--- src/rtl/multi_dispatcher_pkg.sv ---
// Shared parameters, destination codes and field helpers for the result dispatcher.
// Worker result: [63:61] dest option, [60:48] dest addr, [47:32] color, [31:0] data.
package multi_dispatcher_pkg;

    localparam int unsigned WORKER_RESULT_WIDTH  = 64;
    localparam int unsigned PACKET_REQUEST_WIDTH = 96;

    localparam logic [2:0] DEST_OPTION_EXEC  = 3'd0;
    localparam logic [2:0] DEST_OPTION_ONE   = 3'd1;
    localparam logic [2:0] DEST_OPTION_LEFT  = 3'd2;
    localparam logic [2:0] DEST_OPTION_RIGHT = 3'd3;
    localparam logic [2:0] DEST_OPTION_END   = 3'd4;

    typedef enum logic [1:0] {
        ClsPr,
        ClsWr,
        ClsEnd,
        ClsDrop
    } dest_class_e;

    function automatic logic [2:0] wr_dest_option(input logic [WORKER_RESULT_WIDTH-1:0] w);
        return w[63:61];
    endfunction

    function automatic logic [12:0] wr_dest_addr(input logic [WORKER_RESULT_WIDTH-1:0] w);
        return w[60:48];
    endfunction

    function automatic logic [15:0] wr_color(input logic [WORKER_RESULT_WIDTH-1:0] w);
        return w[47:32];
    endfunction

    function automatic logic [31:0] wr_data(input logic [WORKER_RESULT_WIDTH-1:0] w);
        return w[31:0];
    endfunction

    function automatic dest_class_e dest_class(input logic [2:0] opt);
        dest_class_e cls;
        case (opt)
            DEST_OPTION_EXEC, DEST_OPTION_ONE:  cls = ClsPr;
            DEST_OPTION_LEFT, DEST_OPTION_RIGHT: cls = ClsWr;
            DEST_OPTION_END:                    cls = ClsEnd;
            default:                            cls = ClsDrop;
        endcase
        return cls;
    endfunction

    function automatic logic [PACKET_REQUEST_WIDTH-1:0] make_packet_request(
        input logic [2:0]  dest_option,
        input logic [12:0] dest_addr,
        input logic [15:0] color,
        input logic [31:0] data,
        input logic [31:0] extra
    );
        return {dest_option, dest_addr, color, data, extra};
    endfunction

endpackage

--- src/rtl/dispatcher_fifo.sv ---
// Output FIFO for the dispatcher with registered full/empty flags.
// Pushes while full are ignored; the caller gates its push on full_o.
module dispatcher_fifo #(
    parameter int unsigned WIDTH = 8,
    parameter int unsigned DEPTH = 4
) (
    input  logic             clk_i,
    input  logic             rst_ni,
    input  logic             push_i,
    input  logic [WIDTH-1:0] push_data_i,
    input  logic             pop_i,
    output logic [WIDTH-1:0] head_o,
    output logic             valid_o,
    output logic             full_o
);

    localparam int unsigned PtrW = (DEPTH > 1) ? $clog2(DEPTH) : 1;
    localparam int unsigned CntW = $clog2(DEPTH + 1);

    logic [WIDTH-1:0] mem_q [DEPTH];
    logic [PtrW-1:0]  wr_ptr_q, rd_ptr_q;
    logic [CntW-1:0]  count_q, count_d;
    logic             full_q, full_d;
    logic             empty_q, empty_d;
    logic             do_push, do_pop;

    assign do_push = push_i && !full_q;
    assign do_pop  = pop_i && !empty_q;

    always_comb begin
        count_d = count_q;
        if (do_push && !do_pop) begin
            count_d = count_q + CntW'(1);
        end else if (do_pop && !do_push) begin
            count_d = count_q - CntW'(1);
        end
        full_d  = (count_d == CntW'(DEPTH));
        empty_d = (count_d == '0);
    end

    always_ff @(posedge clk_i or negedge rst_ni) begin
        if (!rst_ni) begin
            wr_ptr_q <= '0;
            rd_ptr_q <= '0;
            count_q  <= '0;
            full_q   <= 1'b0;
            empty_q  <= 1'b1;
        end else begin
            if (do_push) wr_ptr_q <= wr_ptr_q + PtrW'(1);
            if (do_pop)  rd_ptr_q <= rd_ptr_q + PtrW'(1);
            count_q <= count_d;
            full_q  <= full_d;
            empty_q <= empty_d;
        end
    end

    // Storage carries no reset; validity is tracked by the counters alone.
    always_ff @(posedge clk_i) begin
        if (do_push) mem_q[wr_ptr_q] <= push_data_i;
    end

    assign head_o  = mem_q[rd_ptr_q];
    assign valid_o = !empty_q;
    assign full_o  = full_q;

endmodule

--- src/rtl/multi_dispatcher.sv ---
// Round-robin worker-result dispatcher routing to packet loader / matching memory FIFOs.
// Optional MULTI_DISPATCHER_STATS_EN adds saturating per-class accept counters.
module multi_dispatcher
    import multi_dispatcher_pkg::*;
#(
    parameter int unsigned NUM_IN     = 2,
    parameter int unsigned FIFO_DEPTH = 4
) (
    input  logic                                  CLK,
    input  logic                                  RST_N,
    output logic                                  EXECUTION_END,
    input  logic [NUM_IN-1:0]                     RECEIVE_WR_VALID,
    input  logic [NUM_IN*WORKER_RESULT_WIDTH-1:0] RECEIVE_WR_DATA,
    output logic [NUM_IN-1:0]                     RECEIVE_WR_READY,
    output logic                                  SEND_WR_VALID,
    output logic [WORKER_RESULT_WIDTH-1:0]        SEND_WR_DATA,
    input  logic                                  SEND_WR_READY,
`ifdef MULTI_DISPATCHER_STATS_EN
    output logic [31:0]                           STAT_PR,
    output logic [31:0]                           STAT_WR,
    output logic [31:0]                           STAT_DROP,
`endif
    output logic                                  SEND_PR_VALID,
    output logic [PACKET_REQUEST_WIDTH-1:0]       SEND_PR_DATA,
    input  logic                                  SEND_PR_READY
);

    localparam int unsigned W    = WORKER_RESULT_WIDTH;
    localparam int unsigned PtrW = (NUM_IN > 1) ? $clog2(NUM_IN) : 1;

    typedef enum logic [1:0] {
        StRun,
        StDrain,
        StEnd
    } state_e;

    state_e          state_q, state_d;
    logic [PtrW-1:0] rr_ptr_q, rr_ptr_d;

    logic [W-1:0]    words [NUM_IN];
    dest_class_e     cls   [NUM_IN];
    logic [NUM_IN-1:0] eligible;

    logic            grant_vld;
    logic [PtrW-1:0] grant_idx;
    int              scan_idx;
    logic            accept;
    logic [W-1:0]    win_word;
    dest_class_e     win_cls;

    logic wr_full, pr_full, wr_valid, pr_valid;
    logic push_wr, push_pr;
    logic [PACKET_REQUEST_WIDTH-1:0] pr_word;

    always_comb begin
        for (int i = 0; i < NUM_IN; i++) begin
            words[i] = RECEIVE_WR_DATA[i*W +: W];
            cls[i]   = dest_class(wr_dest_option(words[i]));
            unique case (cls[i])
                ClsPr:   eligible[i] = RECEIVE_WR_VALID[i] && !pr_full;
                ClsWr:   eligible[i] = RECEIVE_WR_VALID[i] && !wr_full;
                default: eligible[i] = RECEIVE_WR_VALID[i];
            endcase
        end
    end

    // Scan from rr_ptr upward; first eligible channel wins.
    always_comb begin
        grant_vld = 1'b0;
        grant_idx = '0;
        scan_idx  = 0;
        for (int k = 0; k < NUM_IN; k++) begin
            scan_idx = (int'(rr_ptr_q) + k) % NUM_IN;
            if (!grant_vld && eligible[scan_idx]) begin
                grant_vld = 1'b1;
                grant_idx = PtrW'(scan_idx);
            end
        end
    end

    assign accept   = (state_q == StRun) && grant_vld;
    assign win_word = words[grant_idx];
    assign win_cls  = cls[grant_idx];

    always_comb begin
        for (int i = 0; i < NUM_IN; i++) begin
            RECEIVE_WR_READY[i] = accept && (grant_idx == PtrW'(i));
        end
    end

    always_comb begin
        rr_ptr_d = rr_ptr_q;
        if (accept) begin
            rr_ptr_d = (int'(grant_idx) == NUM_IN - 1) ? '0 : grant_idx + PtrW'(1);
        end
    end

    assign push_wr = accept && (win_cls == ClsWr);
    assign push_pr = accept && (win_cls == ClsPr);
    assign pr_word = make_packet_request(wr_dest_option(win_word), wr_dest_addr(win_word),
                                         wr_color(win_word), wr_data(win_word), 32'b0);

    always_comb begin
        state_d = state_q;
        unique case (state_q)
            StRun:   if (accept && (win_cls == ClsEnd)) state_d = StDrain;
            StDrain: if (!wr_valid && !pr_valid) state_d = StEnd;
            StEnd:   state_d = StRun;
            default: state_d = StRun;
        endcase
    end

    always_ff @(posedge CLK or negedge RST_N) begin
        if (!RST_N) begin
            state_q  <= StRun;
            rr_ptr_q <= '0;
        end else begin
            state_q  <= state_d;
            rr_ptr_q <= rr_ptr_d;
        end
    end

    assign EXECUTION_END = (state_q == StEnd);

    dispatcher_fifo #(
        .WIDTH (W),
        .DEPTH (FIFO_DEPTH)
    ) wr_fifo (
        .clk_i       (CLK),
        .rst_ni      (RST_N),
        .push_i      (push_wr),
        .push_data_i (win_word),
        .pop_i       (SEND_WR_READY),
        .head_o      (SEND_WR_DATA),
        .valid_o     (wr_valid),
        .full_o      (wr_full)
    );

    dispatcher_fifo #(
        .WIDTH (PACKET_REQUEST_WIDTH),
        .DEPTH (FIFO_DEPTH)
    ) pr_fifo (
        .clk_i       (CLK),
        .rst_ni      (RST_N),
        .push_i      (push_pr),
        .push_data_i (pr_word),
        .pop_i       (SEND_PR_READY),
        .head_o      (SEND_PR_DATA),
        .valid_o     (pr_valid),
        .full_o      (pr_full)
    );

    assign SEND_WR_VALID = wr_valid;
    assign SEND_PR_VALID = pr_valid;

`ifdef MULTI_DISPATCHER_STATS_EN
    logic [31:0] stat_pr_q, stat_wr_q, stat_drop_q;
    logic        push_drop;

    assign push_drop = accept && (win_cls == ClsDrop);

    always_ff @(posedge CLK or negedge RST_N) begin
        if (!RST_N) begin
            stat_pr_q   <= '0;
            stat_wr_q   <= '0;
            stat_drop_q <= '0;
        end else begin
            if (push_pr && (stat_pr_q != '1))     stat_pr_q   <= stat_pr_q + 32'd1;
            if (push_wr && (stat_wr_q != '1))     stat_wr_q   <= stat_wr_q + 32'd1;
            if (push_drop && (stat_drop_q != '1)) stat_drop_q <= stat_drop_q + 32'd1;
        end
    end

    assign STAT_PR   = stat_pr_q;
    assign STAT_WR   = stat_wr_q;
    assign STAT_DROP = stat_drop_q;
`endif

endmodule

--- config.mk ---
export PLATFORM = sky130hd
export DESIGN_NAME = multi_dispatcher
export DESIGN_NICKNAME = d
export VERILOG_FILES = /design/src/rtl/multi_dispatcher_pkg.sv /design/src/rtl/dispatcher_fifo.sv /design/src/rtl/multi_dispatcher.sv
export SDC_FILE = /design/constraint.sdc
export NUM_CORES = 1
export LEC_CHECK = 0
export CAP_MARGIN = 25
export CORE_MARGIN = 1.5
export CORE_UTILIZATION = 35
export CTS_CLUSTER_DIAMETER = 60
export DETAILED_ROUTE_END_ITERATION = 8
export GPL_ROUTABILITY_DRIVEN = 0
export SYNTH_ARGS = -nofsm -noshare
export SYNTH_HDL_FRONTEND = slang
export SYNTH_SLANG_ARGS = --single-unit
--- constraint.sdc ---
create_clock -name CLK -period 8.42 [get_ports CLK]
set_input_delay 2.526 -clock CLK [delete_from_list [all_inputs] [get_ports CLK]]
set_output_delay 2.526 -clock CLK [all_outputs]
set_load 0.02 [all_outputs]
==> results of run 1 <==
[metal layers]
layer  vias up  GRT usage  wire length, microns
li1       4421          -                     -
met1      5215      0.198                 19500
met2       227      0.245                 22500
met3        60     0.0356                  2490
met4         0     0.0407                   887
met5         -          0                     0
[per-stage QoR]
stage / power, mW / instance area, sq um / std cells / utilization
finish: 8.63 / 26200 / 2051 / 0.444
global route: 9.03 / 26200 / 2051 / 0.444
CTS: 8.79 / 26200 / 2050 / 0.444
detailed placement: 6.43 / 24400 / 1946 / 0.414
global placement: 6.38 / 24300 / 1941 / 0.413
floorplan: 5.17 / 21000 / 962 / -
[sequential cells by signal (all words and copies together), names as in the netlist, 3 cells and up]
signal,cells
pr_fifo.count_q,3
pr_fifo.mem_q,256
wr_fifo.count_q,3
wr_fifo.mem_q,256
[cells in the final DEF, fill, tap and decap left out, types with 5 or more instances in the layout]
cell type        synthesis  routed
a21oi_1                  8       8
and2_4                   0       8
buf_4                   33      12
clkbuf_1                11       9
clkbuf_16                0      57
clkdlybuf4s50_1          0     266
clkinv_1                 0      16
clkinv_2                 0      13
conb_1                   1      32
dfrtp_1                 19      15
edfxtp_1               512     512
ha_1                    12      12
inv_1                   16      16
mux2_2                  63      63
mux4_2                 128     128
nand2_1                 11      11
nor2_1                   7       6
nor3_1                   5       5
o2111ai_1                8       8
o21ai_0                  5       5
xnor2_1                 10      10
[power breakdown]
| group | internal (mW) | leakage [nW] | switching, mW |
|---|---|---|---|
| logic | 1.36 | 2.69 | 1.42 |
| registers | 3.24 | 4.86 | 0.264 |
| clock network | 1.36 | 0.861 | 0.980 |
[path summary, 6_finish.rpt]
path,start,to,slack [ps],cells past startpoint
max,RECEIVE_WR_DATA[126],RECEIVE_WR_READY[0],1120,7
min,state_q[1]$_DFFE_PN0P_,state_q[1]$_DFFE_PN0P_,510,1
max reg2reg,wr_fifo.full_o$_DFF_PN0_,wr_fifo.mem_q[2][30]$_DFFE_PP_,5200,7
min reg2reg,state_q[1]$_DFFE_PN0P_,state_q[1]$_DFFE_PN0P_,510,1
max in group asynchronous,RST_N,wr_fifo.empty_q$_DFF_PN1_,5590,2
min in group asynchronous,RST_N,wr_fifo.rd_ptr_q[0]$_DFFE_PN0P_,2280,1
[worst max-delay path, stage by stage]
cell             delay (ps)
clkdlybuf4s50_1         590
mux2i_2                 370
o21ai_1                 240
nand2_1                 140
nand2_1                 110
nor2_1                  170
clkdlybuf4s50_1         630
[layout make-up]
class	instances	area share
Clock buffer	66	0.0558
Clock inverter	38	0.0110
Inverter	16	0.00229
Multi-Input combinational cell	341	0.176
Sequential cell	533	0.608
Tap cell	773	0.0369
Timing Repair Buffer	284	0.110
[Yosys cell counts (4+ instances only)]
cell type / instances
nor2_1: 7
o41ai_1: 4
buf_2: 13
buf_1: 13
nor2b_1: 4
inv_1: 16
nand2_1: 11
o21ai_0: 5
a21oi_1: 8
mux2_2: 63
dfrtp_1: 19
buf_4: 33
o2111ai_1: 8
edfxtp_1: 512
ha_1: 12
mux4_2: 128
xnor2_1: 10
clkbuf_1: 11
nor3_1: 5
and2_1: 10
[logic make-up (layout without fill, tap and decap cells)]
group                      count (synthesis)  in the layout  share of synthesized area
and+or+nand+nor                           51             51                     0.0140
AOI/OAI and AO/OA                         39             39                     0.0132
other                                      1             32                   0.000180
muxes                                    195            195                      0.174
buffers and inverters                     88            404                     0.0230
adders and majority gates                 14             14                    0.00816
xor gates and xnor gates                  10             10                    0.00420
DFF                                      533            533                      0.763
==> metrics, run 1 <==
run status finished, final reports clean; all-layer global routing usage 0.149; minimum clock period 7300 ps; final-report hold violation count 0; Die W 247 microns; Setup TNS Final 0 ps; Final Net Count 1378; # H-tree levels 2; Initial Util 0.354; # fillers 5016; Seq cells post-synth 533; Die H 247 microns; max-cap viol count 0; antenna violations before repair 0; PortBufs 266; Core ar. 58900 sq um; Ant. Diodes 0; DR vias 9923; FF+latch area 15900 sq um; Clock Skews 15.2 ps; Post-Route WL 45300 microns; register area share after synthesis 0.763; endpoints failing setup 0; Crit Path Class in -> out; asr flop ratio synth 0.0394; wire per inst 22.1 microns; Mapped Cells 931; Multi-input gate area 4610 sq um; crit end category output pin; Leakage 8.41 nW; DRT Pass-1 Iters 5; Detail Placement HPWL 27800 microns; Synth Warn # 0; TritonCTS Buffers 56; setup repair bufs after CTS 0; worst-margin pin slew 987 ps; hold-fix buffers at CTS 0; Startpoint Class input pin; Starting DRT DRC Count 593; fmax 0.137 GHz; DR DRC count 0; Die Area 61000 sq um; post-synth top area share 0.738; Setup WS post-layout 1120 ps; crit path DAT 4780 ps; CP Data Required Time 5890 ps; HP Class reg -> reg; CTS tree built; cells resized by post-CTS repair 0; first-pass GRT wire length 66600 microns; vias in the first global route 10.3k; top cell type by total area after synthesis edfxtp_1; worst vdd ir 0.000177 V; final hold slack 507 ps; Clock Latency Late Sink 590 ps; pre-CTS WS 1140 ps; area added between synthesis and finish 25.6%; clock buffer depth 3; top_reg_cell synth edfxtp_1; routed vias/inst 4.84; Yosys cell types 46; CP Max Fanout 5; Power Dens Cells 330 nW/um^2; RSZ-0062 raised after global routing false; Mapped Avg Cell Area 22.4 sq um; share of cells above drive strength 1 0.241; Slew headroom 0.342; GRT overflow 0; pin count of the biggest net entering global routing 66; synth top area cells edfxtp_1 (74%), mux4_2 (14%), mux2_2 (3.4%); CTS Sinks 533; Slew Limit Fails 0; Netlist Area Pre-Place 20800 sq um; EDFF count, synth 512; Rows 89; I/O pins 299; Root Driver clkbuf_16; period utilisation layout 0.867; ANT nets after route 0; clock input transition at the sequential cells of the worst setup and hold paths 60 ps
Note: power is estimated with default switching activity, not from simulation.
==> run 2, diff against run 1 <==
--- a/config.mk
+++ b/config.mk
@@ -8,6 +8,7 @@
 export CAP_MARGIN = 25
 export CORE_MARGIN = 1.5
 export CORE_UTILIZATION = 35
+export CTS_BUF_LIST = sky130_fd_sc_hd__clkbuf_2 sky130_fd_sc_hd__clkbuf_4 sky130_fd_sc_hd__clkbuf_8
 export CTS_CLUSTER_DIAMETER = 60
 export DETAILED_ROUTE_END_ITERATION = 8
 export GPL_ROUTABILITY_DRIVEN = 0
==> metrics, run 2 (same netlist as run 1, synthesis figures left out) <==
endpoints failing setup 0; share of cells above drive strength 1 0.270; worst vdd ir 0.000158 V; DR vias 10.1k; Detail Placement HPWL 27800 microns; metal3 WL 2880 microns; Die H 247 microns; vias in the first global route 10.5k; RSZ-0062 raised after global routing false; max-cap viol count 0; hold-fix buffers at CTS 0; pin count of the biggest net entering global routing 66; HP Class reg -> reg; Clock Latency Late Sink 650 ps; period utilisation layout 0.867; all-layer global routing usage 0.151; # H-tree levels 3; Setup WS post-layout 1120 ps; DR DRC count 0; commonest cells after routing, fill and taps aside edfxtp_1 (512), clkdlybuf4s50_1 (266), mux4_2 (128), clkbuf_8 (89), mux2_2 (63); CTS tree built; wire per inst 21.8 microns; Startpoint Class input pin; Initial Util 0.354; worst-margin pin slew 972 ps; TritonCTS Buffers 87; slowest CP cell clkdlybuf4s50_1; Power Dens Cells 323 nW/um^2; reg2reg setup slack 5190 ps; Slew Limit Fails 0; critical path's top delay family buffers and inverters; Slew headroom 0.352; routed vias/inst 4.81; clock buffer depth 3; max layer used met4; final-report hold violation count 0; worst path bufs/invs 2; crit-path cells clkdlybuf4s50_1, mux2i_2, o21ai_1, nand2_1, nand2_1, nor2_1, clkdlybuf4s50_1; DRT Pass-1 Iters 4; commonest non-fill, non-tap cell in the layout edfxtp_1; met2 wire len 22600 microns; Core ar. 58900 sq um; antenna violations before repair 1; GRT overflow 0; Post-Route WL 45900 microns; Crit Path Class in -> out; area added between synthesis and finish 25.1%; max incr delay on CP 630 ps; CP Data Required Time 5890 ps; CTS Sinks 533; crit path DAT 4770 ps; cells resized by post-CTS repair 0; minimum clock period 7300 ps; first-pass GRT wire length 67200 microns; # fillers 5052; Setup TNS Final 0 ps; I/O pins 299; CP Max Fanout 5; Rows 89; Final Net Count 1409; PortBufs 266; crit end category output pin; Clock Skews 28.5 ps; Root Driver clkbuf_8; pre-CTS WS 1140 ps; fmax 0.137 GHz; Starting DRT DRC Count 634; Die Area 61000 sq um; Largest regs pr_fifo.mem_q x256, wr_fifo.mem_q x256; ANT nets after route 0; Leakage 8.42 nW; wire length on met1 19600 microns; Die W 247 microns; clock input transition at the sequential cells of the worst setup and hold paths 50 ps; run status finished, final reports clean; setup repair bufs after CTS 0
==> run 2: cell types whose count changed in the layout (fill, tap and decap cells not counted) <==
cell        before  now
bufinv_16        4    2
diode_2          0    1
clkbuf_16       57    0
clkbuf_4         0   19
inv_6            2    1
clkinvlp_4       2    4
clkinv_1        16   27
clkinv_4         0    1
clkbuf_1         9    0
clkbuf_8         0   89
inv_8            1    0
clkinv_2        13   15
==> run 2: worst paths after layout <==
check	depth (start not counted)	end	start
worst max-delay path	7	RECEIVE_WR_READY[0]	RECEIVE_WR_DATA[126]
worst min-delay path	1	state_q[1]$_DFFE_PN0P_	state_q[1]$_DFFE_PN0P_
worst max register to register	7	wr_fifo.mem_q[2][30]$_DFFE_PP_	wr_fifo.full_o$_DFF_PN0_
worst min register to register	1	state_q[1]$_DFFE_PN0P_	state_q[1]$_DFFE_PN0P_
max in group asynchronous	2	wr_fifo.empty_q$_DFF_PN1_	RST_N
min in group asynchronous	1	wr_fifo.wr_ptr_q[1]$_DFFE_PN0P_	RST_N
==> run 2: per-stage QoR <==
stage,hold slack [ps],total power [mW],cell area (sq um),util,cells
6_report,506,8.43,26100,0.443,2106
5_1_grt,557,8.84,26100,0.443,2106
4_1_cts,512,8.59,26100,0.442,2104
3_5_place_dp,504,6.43,24400,0.414,1946
3_3_place_gp,490,6.38,24300,0.413,1941
2_1_floorplan,457,5.17,21000,-,962
==> run 2: layout make-up <==
type	count	area [sq um]	area share
diodes	1	2.50	0.0000959
clock buffers	108	1370	0.0524
clock inverters	50	284	0.0109
inverters	16	60.1	0.00230
multi-input cells	341	4610	0.177
flip-flops and latches	533	15900	0.610
well taps	773	967	0.0371
repair buffers	284	2880	0.110
==> run 2: layer usage <==
metal / vias to the layer above / GRT usage
li1: 4492 / -
met1: 5311 / 0.198
met2: 276 / 0.244
met3: 55 / 0.0389
met4: 0 / 0.0556
met5: - / 0
==> run 2: power by group <==
| group | internal [mW] | switching (mW) | total (mW) |
|---|---|---|---|
| Clock | 1.13 | 1.00 | 2.13 |
| Combinational | 1.36 | 1.42 | 2.79 |
| Sequential | 3.24 | 0.264 | 3.51 |
